## src/rtl/stream_merge_pkg.sv

```systemverilog
// rtl/stream_merge_pkg.sv - shared state encoding, default width and element layout for the EOS merge arbiter
package stream_merge_pkg;

    localparam int DEFAULT_DATA_W = 64;

    typedef enum logic [1:0] {
        IDLE     = 2'd0,
        RUN      = 2'd1,
        EMIT_EOS = 2'd2,
        DONE     = 2'd3
    } state_t;

    // Reference element layout at the default width; the top re-declares it at DATA_W.
    typedef struct packed {
        logic [DEFAULT_DATA_W-1:0] data_field0;
        logic                      data_field1;
    } elem_t;

endpackage

```

## src/rtl/rr_arbiter.sv

```systemverilog
// rtl/rr_arbiter.sv - combinational round-robin pick: first requester at or after ptr, cyclically
module rr_arbiter #(
    parameter int N = 2
) (
    input  logic [N-1:0]         req,
    input  logic [$clog2(N)-1:0] ptr,
    output logic [N-1:0]         gnt,
    output logic [$clog2(N)-1:0] gnt_idx,
    output logic                 gnt_valid
);
    localparam int PW = $clog2(N);

    always_comb begin
        gnt       = '0;
        gnt_idx   = '0;
        gnt_valid = 1'b0;
        for (int k = 0; k < N; k++) begin
            if (!gnt_valid && req[(int'(ptr) + k) % N]) begin
                gnt_valid                   = 1'b1;
                gnt[(int'(ptr) + k) % N]    = 1'b1;
                gnt_idx                     = PW'((int'(ptr) + k) % N);
            end
        end
    end

endmodule

```

## src/rtl/stream_eos_merge_arbiter.sv

```systemverilog
// rtl/stream_eos_merge_arbiter.sv - round-robin merge of NUM_IN EOS-terminated streams; STREAM_MERGE_TAG_EN adds source tag
module stream_eos_merge_arbiter
    import stream_merge_pkg::*;
#(
    parameter int DATA_W = DEFAULT_DATA_W,
    parameter int NUM_IN = 2
) (
    input  logic                       clock,
    input  logic                       reset,
    input  logic                       inCtrl_valid,
    output logic                       inCtrl_ready,
    input  logic [NUM_IN-1:0]          in_valid,
    output logic [NUM_IN-1:0]          in_ready,
    input  logic [NUM_IN*DATA_W-1:0]   in_data_field0,
    input  logic [NUM_IN-1:0]          in_data_field1,
    output logic                       out0_valid,
    input  logic                       out0_ready,
    output logic [DATA_W-1:0]          out0_data_field0,
    output logic                       out0_data_field1,
`ifdef STREAM_MERGE_TAG_EN
    output logic [$clog2(NUM_IN)-1:0]  out0_data_field2,
`endif
    output logic                       outCtrl_valid,
    input  logic                       outCtrl_ready
);
    localparam int PW = $clog2(NUM_IN);

    typedef struct packed {
        logic [DATA_W-1:0] data_field0;
        logic              data_field1;
    } elem_w_t;

    state_t             state_q;
    logic [NUM_IN-1:0]  eos_seen_q;
    logic [PW-1:0]      rr_ptr_q;
    logic               out_valid_q;
    elem_w_t            out_q;

    logic [NUM_IN-1:0]  req;
    logic [NUM_IN-1:0]  gnt;
    logic [PW-1:0]      gnt_idx;
    logic               gnt_any;
    logic               drain;
    logic               can_load;
    logic               xfer;
    logic [DATA_W-1:0]  sel_data;
    logic               sel_eos;
    logic [PW-1:0]      next_ptr;

    assign drain    = out_valid_q & out0_ready;
    assign can_load = ~out_valid_q | drain;
    assign req      = (state_q == RUN) ? (in_valid & ~eos_seen_q) : '0;

    rr_arbiter #(.N(NUM_IN)) u_rr_arbiter (
        .req       (req),
        .ptr       (rr_ptr_q),
        .gnt       (gnt),
        .gnt_idx   (gnt_idx),
        .gnt_valid (gnt_any)
    );

    // Grants only fire when the output slot is free or emptying this cycle, so drain and reload overlap.
    assign in_ready = can_load ? gnt : '0;
    assign xfer     = gnt_any & can_load;
    assign sel_data = in_data_field0[int'(gnt_idx)*DATA_W +: DATA_W];
    assign sel_eos  = in_data_field1[gnt_idx];
    assign next_ptr = (gnt_idx == PW'(NUM_IN-1)) ? '0 : gnt_idx + 1'b1;

    assign inCtrl_ready     = (state_q == IDLE);
    assign outCtrl_valid    = (state_q == DONE);
    assign out0_valid       = out_valid_q;
    assign out0_data_field0 = out_q.data_field0;
    assign out0_data_field1 = out_q.data_field1;

`ifdef STREAM_MERGE_TAG_EN
    logic [PW-1:0] tag_q;
    assign out0_data_field2 = tag_q;
`endif

    always_ff @(posedge clock or negedge reset) begin
        if (!reset) begin
            state_q     <= IDLE;
            eos_seen_q  <= '0;
            rr_ptr_q    <= '0;
            out_valid_q <= 1'b0;
            out_q       <= '0;
`ifdef STREAM_MERGE_TAG_EN
            tag_q       <= '0;
`endif
        end else begin
            if (drain) out_valid_q <= 1'b0;
            case (state_q)
                IDLE: begin
                    if (inCtrl_valid) begin
                        state_q    <= RUN;
                        eos_seen_q <= '0;
                    end
                end
                RUN: begin
                    if (xfer) begin
                        rr_ptr_q <= next_ptr;
                        // Input EOS markers are absorbed; only the merged EOS leaves the block.
                        if (sel_eos) begin
                            eos_seen_q[gnt_idx] <= 1'b1;
                        end else begin
                            out_valid_q <= 1'b1;
                            out_q       <= '{data_field0: sel_data, data_field1: 1'b0};
`ifdef STREAM_MERGE_TAG_EN
                            tag_q       <= gnt_idx;
`endif
                        end
                    end else if ((&eos_seen_q) && can_load) begin
                        state_q     <= EMIT_EOS;
                        out_valid_q <= 1'b1;
                        out_q       <= '{data_field0: '0, data_field1: 1'b1};
`ifdef STREAM_MERGE_TAG_EN
                        tag_q       <= '0;
`endif
                    end
                end
                EMIT_EOS: begin
                    if (drain) state_q <= DONE;
                end
                DONE: begin
                    if (outCtrl_ready) state_q <= IDLE;
                end
                default: state_q <= IDLE;
            endcase
        end
    end

endmodule

```

## config.mk

```make
export PLATFORM = sky130hd
export DESIGN_NAME = stream_eos_merge_arbiter
export DESIGN_NICKNAME = d
export VERILOG_FILES = /design/src/rtl/stream_merge_pkg.sv /design/src/rtl/rr_arbiter.sv /design/src/rtl/stream_eos_merge_arbiter.sv
export SDC_FILE = /design/constraint.sdc
export NUM_CORES = 1
export LEC_CHECK = 0
export CAP_MARGIN = 15
export CORE_UTILIZATION = 44
export DETAILED_ROUTE_END_ITERATION = 8
export GPL_TIMING_DRIVEN = 0
export HOLD_SLACK_MARGIN = 0.06
export PLACE_DENSITY = 0.95
export SLEW_MARGIN = 20
export SYNTH_ARGS = -nofsm -noshare
export SYNTH_HDL_FRONTEND = slang
export SYNTH_SLANG_ARGS = --single-unit
```

## constraint.sdc

```tcl
create_clock -name clock -period 5.2 [get_ports clock]
set_input_delay 1.04 -clock clock [delete_from_list [all_inputs] [get_ports clock]]
set_output_delay 1.04 -clock clock [all_outputs]
set_load 0.05 [all_outputs]
```

==> results.json <==
{
  "status": "complete, but fails checks",
  "violations": "DRC",
  "dp_cells": 675,
  "io_pins": 207,
  "ctsResizeCount": 0,
  "worstPathArrival_ns": 3.03,
  "power_density_nw_per_um2": 434.1,
  "power_uw": 2838,
  "routed_wl_um": 13540,
  "dp_hpwl_um": 10440,
  "max-vdd-ir-drop_mv": 0.2243,
  "path_class": "primary input to primary output",
  "seqCellArea_um2": 1777,
  "area_delta_synth_final_pct": 59.37,
  "grt_pass1_wl_um": 21460,
  "clk_path_buf_depth": 2,
  "clockRootBuffer": "clkbuf_8",
  "die_x_um": 98.55,
  "grt_max_degree": 39,
  "hold_slack_ns": 0.5147,
  "drive_gt1_share_pct": 8.935,
  "relSlewSlack_pct": 59.33,
  "syn_area_per_cell_um2": 11.39,
  "cp_max_fo": 8,
  "tns_ns": 0,
  "clock_skew_ns": 0.01255,
  "syn-cell-area_um2": 4101,
  "tightest_slew_ns": 0.6101,
  "slew_violations": 0,
  "ys_seq_area_share_pct": 43.32,
  "rsz0062_at_grt": "false",
  "routed_via_density": 5.978,
  "num_vias": 4125,
  "end_kind": "primary output",
  "fin_cells": 690,
  "cp-start-kind": "primary input",
  "die_h_um": 98.55,
  "drc": 15,
  "htree_levels": 3,
  "wl_per_cell_um": 19.63,
  "fmax_mhz": 245.8,
  "final-setup-viol-count": 0,
  "fp-row-count": 34,
  "cts.sinks": 71,
  "grt.total_usage_pct": 28.04,
  "grt-ovfl-total": 0,
  "cap_viol_max_count": 0,
  "ant_nets": 0,
  "cts_hold_buf": 0,
  "final_common_cell": "clkdlybuf4s50_1",
  "layout_common_cells": "205 x clkdlybuf4s50_1, 71 x dfrtp_1, 65 x mux2i_1, 50 x o31ai_1, 49 x o311ai_0",
  "syn-num-nets": 501,
  "ys_types": 32,
  "diodes": 0,
  "start_util_pct": 46.13,
  "port_buffers": 206,
  "grt_pass1_vias": 4302,
  "cts_setup_buffers": 0,
  "first_iter_violations": 201,
  "syn_inst": 360,
  "synth-seq-cells": 71,
  "grt_antenna_before_repair": 0,
  "finalCritPeriodShare_pct": 78.25,
  "clk_latency_ns": 0.34,
  "die_area_um2": 9711,
  "p_leak_uw": 0.002457,
  "cts_buffers": 9,
  "clk_pin_slew_ns": 0.07,
  "first_pass_iters": 7,
  "cts_tree": "yes",
  "hold_viol": 0,
  "place_congestion": 0.7925,
  "synth_warnings": 0,
  "multiInputGateArea_um2": 2058,
  "core_area_um2": 8891,
  "cp_data_required_time_ns": 4.16,
  "nets": 719,
  "nFillCells": 679,
  "hold_path.class": "register to register",
  "fin_crit_ns": 4.069
}
[registers in the layout (all words and copies together) (netlist names)]
signal,count
out0_data_field0,64
eos_seen_q,2
state_q,2
out0_data_field1,1
out0_valid,1
rr_ptr_q,1
[cells by family after synthesis]
group / synth area share (%)
multiplexers: 16.14
AND/OR/NAND/NOR: 3.234
flip-flops: 43.32
adder cells (fa/ha/maj): 1.220
buffers and inverters: 6.498
AO/OA/AOI/OAI: 29.59
[critical path: stages]
cell and delay [ns]:
clkdlybuf4s50_1 0.47, nand2b_1 0.10, clkbuf_1 0.27, nand3_1 0.14
a21oi_1 0.19, clkdlybuf4s50_1 0.83
[through the flow]
stage / cell area [um^2] / setup WS (ns) / utilization, %
after detailed placement: 6316 / 1.143 / 71.04
after global placement: 6299 / 0.7972 / 70.84
after global routing: 6536 / 1.053 / 73.52
final: 6536 / 1.131 / 73.52
after floorplan: 4101 / 1.923 / -
after CTS: 6536 / 1.135 / 73.52
[metal layers]
layer / routed length, um / share of wire [%] / GRT usage (%) / up-vias
met5: 0 / 0 / 0 / -
met4: 320 / 2.4 / 10.91 / 0
met3: 1032 / 7.6 / 5.957 / 26
met2: 7109 / 52 / 51.30 / 190
met1: 5080 / 38 / 31.99 / 1999
li1: - / - / - / 1910
[report_power, final]
part           total [uW]  internal, uW  switching (uW)  leakage [uW]
combinational        1580           568            1010       0.00139
clock                 494           281             213      0.000101
sequential            763           683            79.9      0.000965
total                2840          1530            1310       0.00246
[cells in the mapped netlist]
library cell	count	area, um^2
a21boi_2	1	11.26
nor2b_1	2	12.51
mux2_2	1	11.26
ha_1	4	50.05
o31ai_2	15	187.7
a221o_1	1	10.01
clkbuf_1	35	131.4
nor2_1	3	11.26
o211a_1	1	10.01
nand2_1	4	15.01
mux2i_1	65	650.6
o311ai_1	15	131.4
and2_1	1	6.260
nand4_1	1	6.260
o31ai_1	50	375.4
o21ai_0	3	15.01
dfrtp_1	71	1777
inv_1	3	11.26
nand3_1	5	25.02
and3_4	1	11.26
o311ai_0	49	429.2
and3_1	1	6.260
buf_6	7	78.83
a21oi_1	3	15.01
o211ai_1	1	7.510
and3b_1	1	8.760
buf_2	9	45.04
o31a_1	1	8.760
a31oi_1	2	12.51
or3b_4	1	11.26
nand2b_1	2	12.51
or3_1	1	6.260
[layout make-up]
type,instances,share of cell area (%)
repair buffers,207,31.81
multi-input cells,235,31.49
flip-flops and latches,71,27.18
plain buffers,51,3.905
clock buffers,10,2.106
well taps,108,2.067
clock inverters,5,1.263
inverters,3,0.1723
[final timing paths]
| kind | end | start | depth (start not counted) | slack, ns |
|---|---|---|---|---|
| setup reg to reg | out0_data_field0[22]$_DFFE_PN0P_ | state_q[1]$_DFFE_PN0P_ | 8 | 2.67 |
| max in group asynchronous | out0_data_field1$_DFFE_PN0P_ | reset | 2 | 3.99 |
| hold reg to reg | out0_data_field1$_DFFE_PN0P_ | out0_data_field1$_DFFE_PN0P_ | 2 | 0.51 |
| setup / recovery | in_ready[0] | out0_ready | 6 | 1.13 |
| min in group asynchronous | out0_data_field0[61]$_DFFE_PN0P_ | reset | 1 | 0.64 |
| hold / removal | out0_data_field1$_DFFE_PN0P_ | out0_data_field1$_DFFE_PN0P_ | 2 | 0.51 |
(Power assumes the default switching activity.)
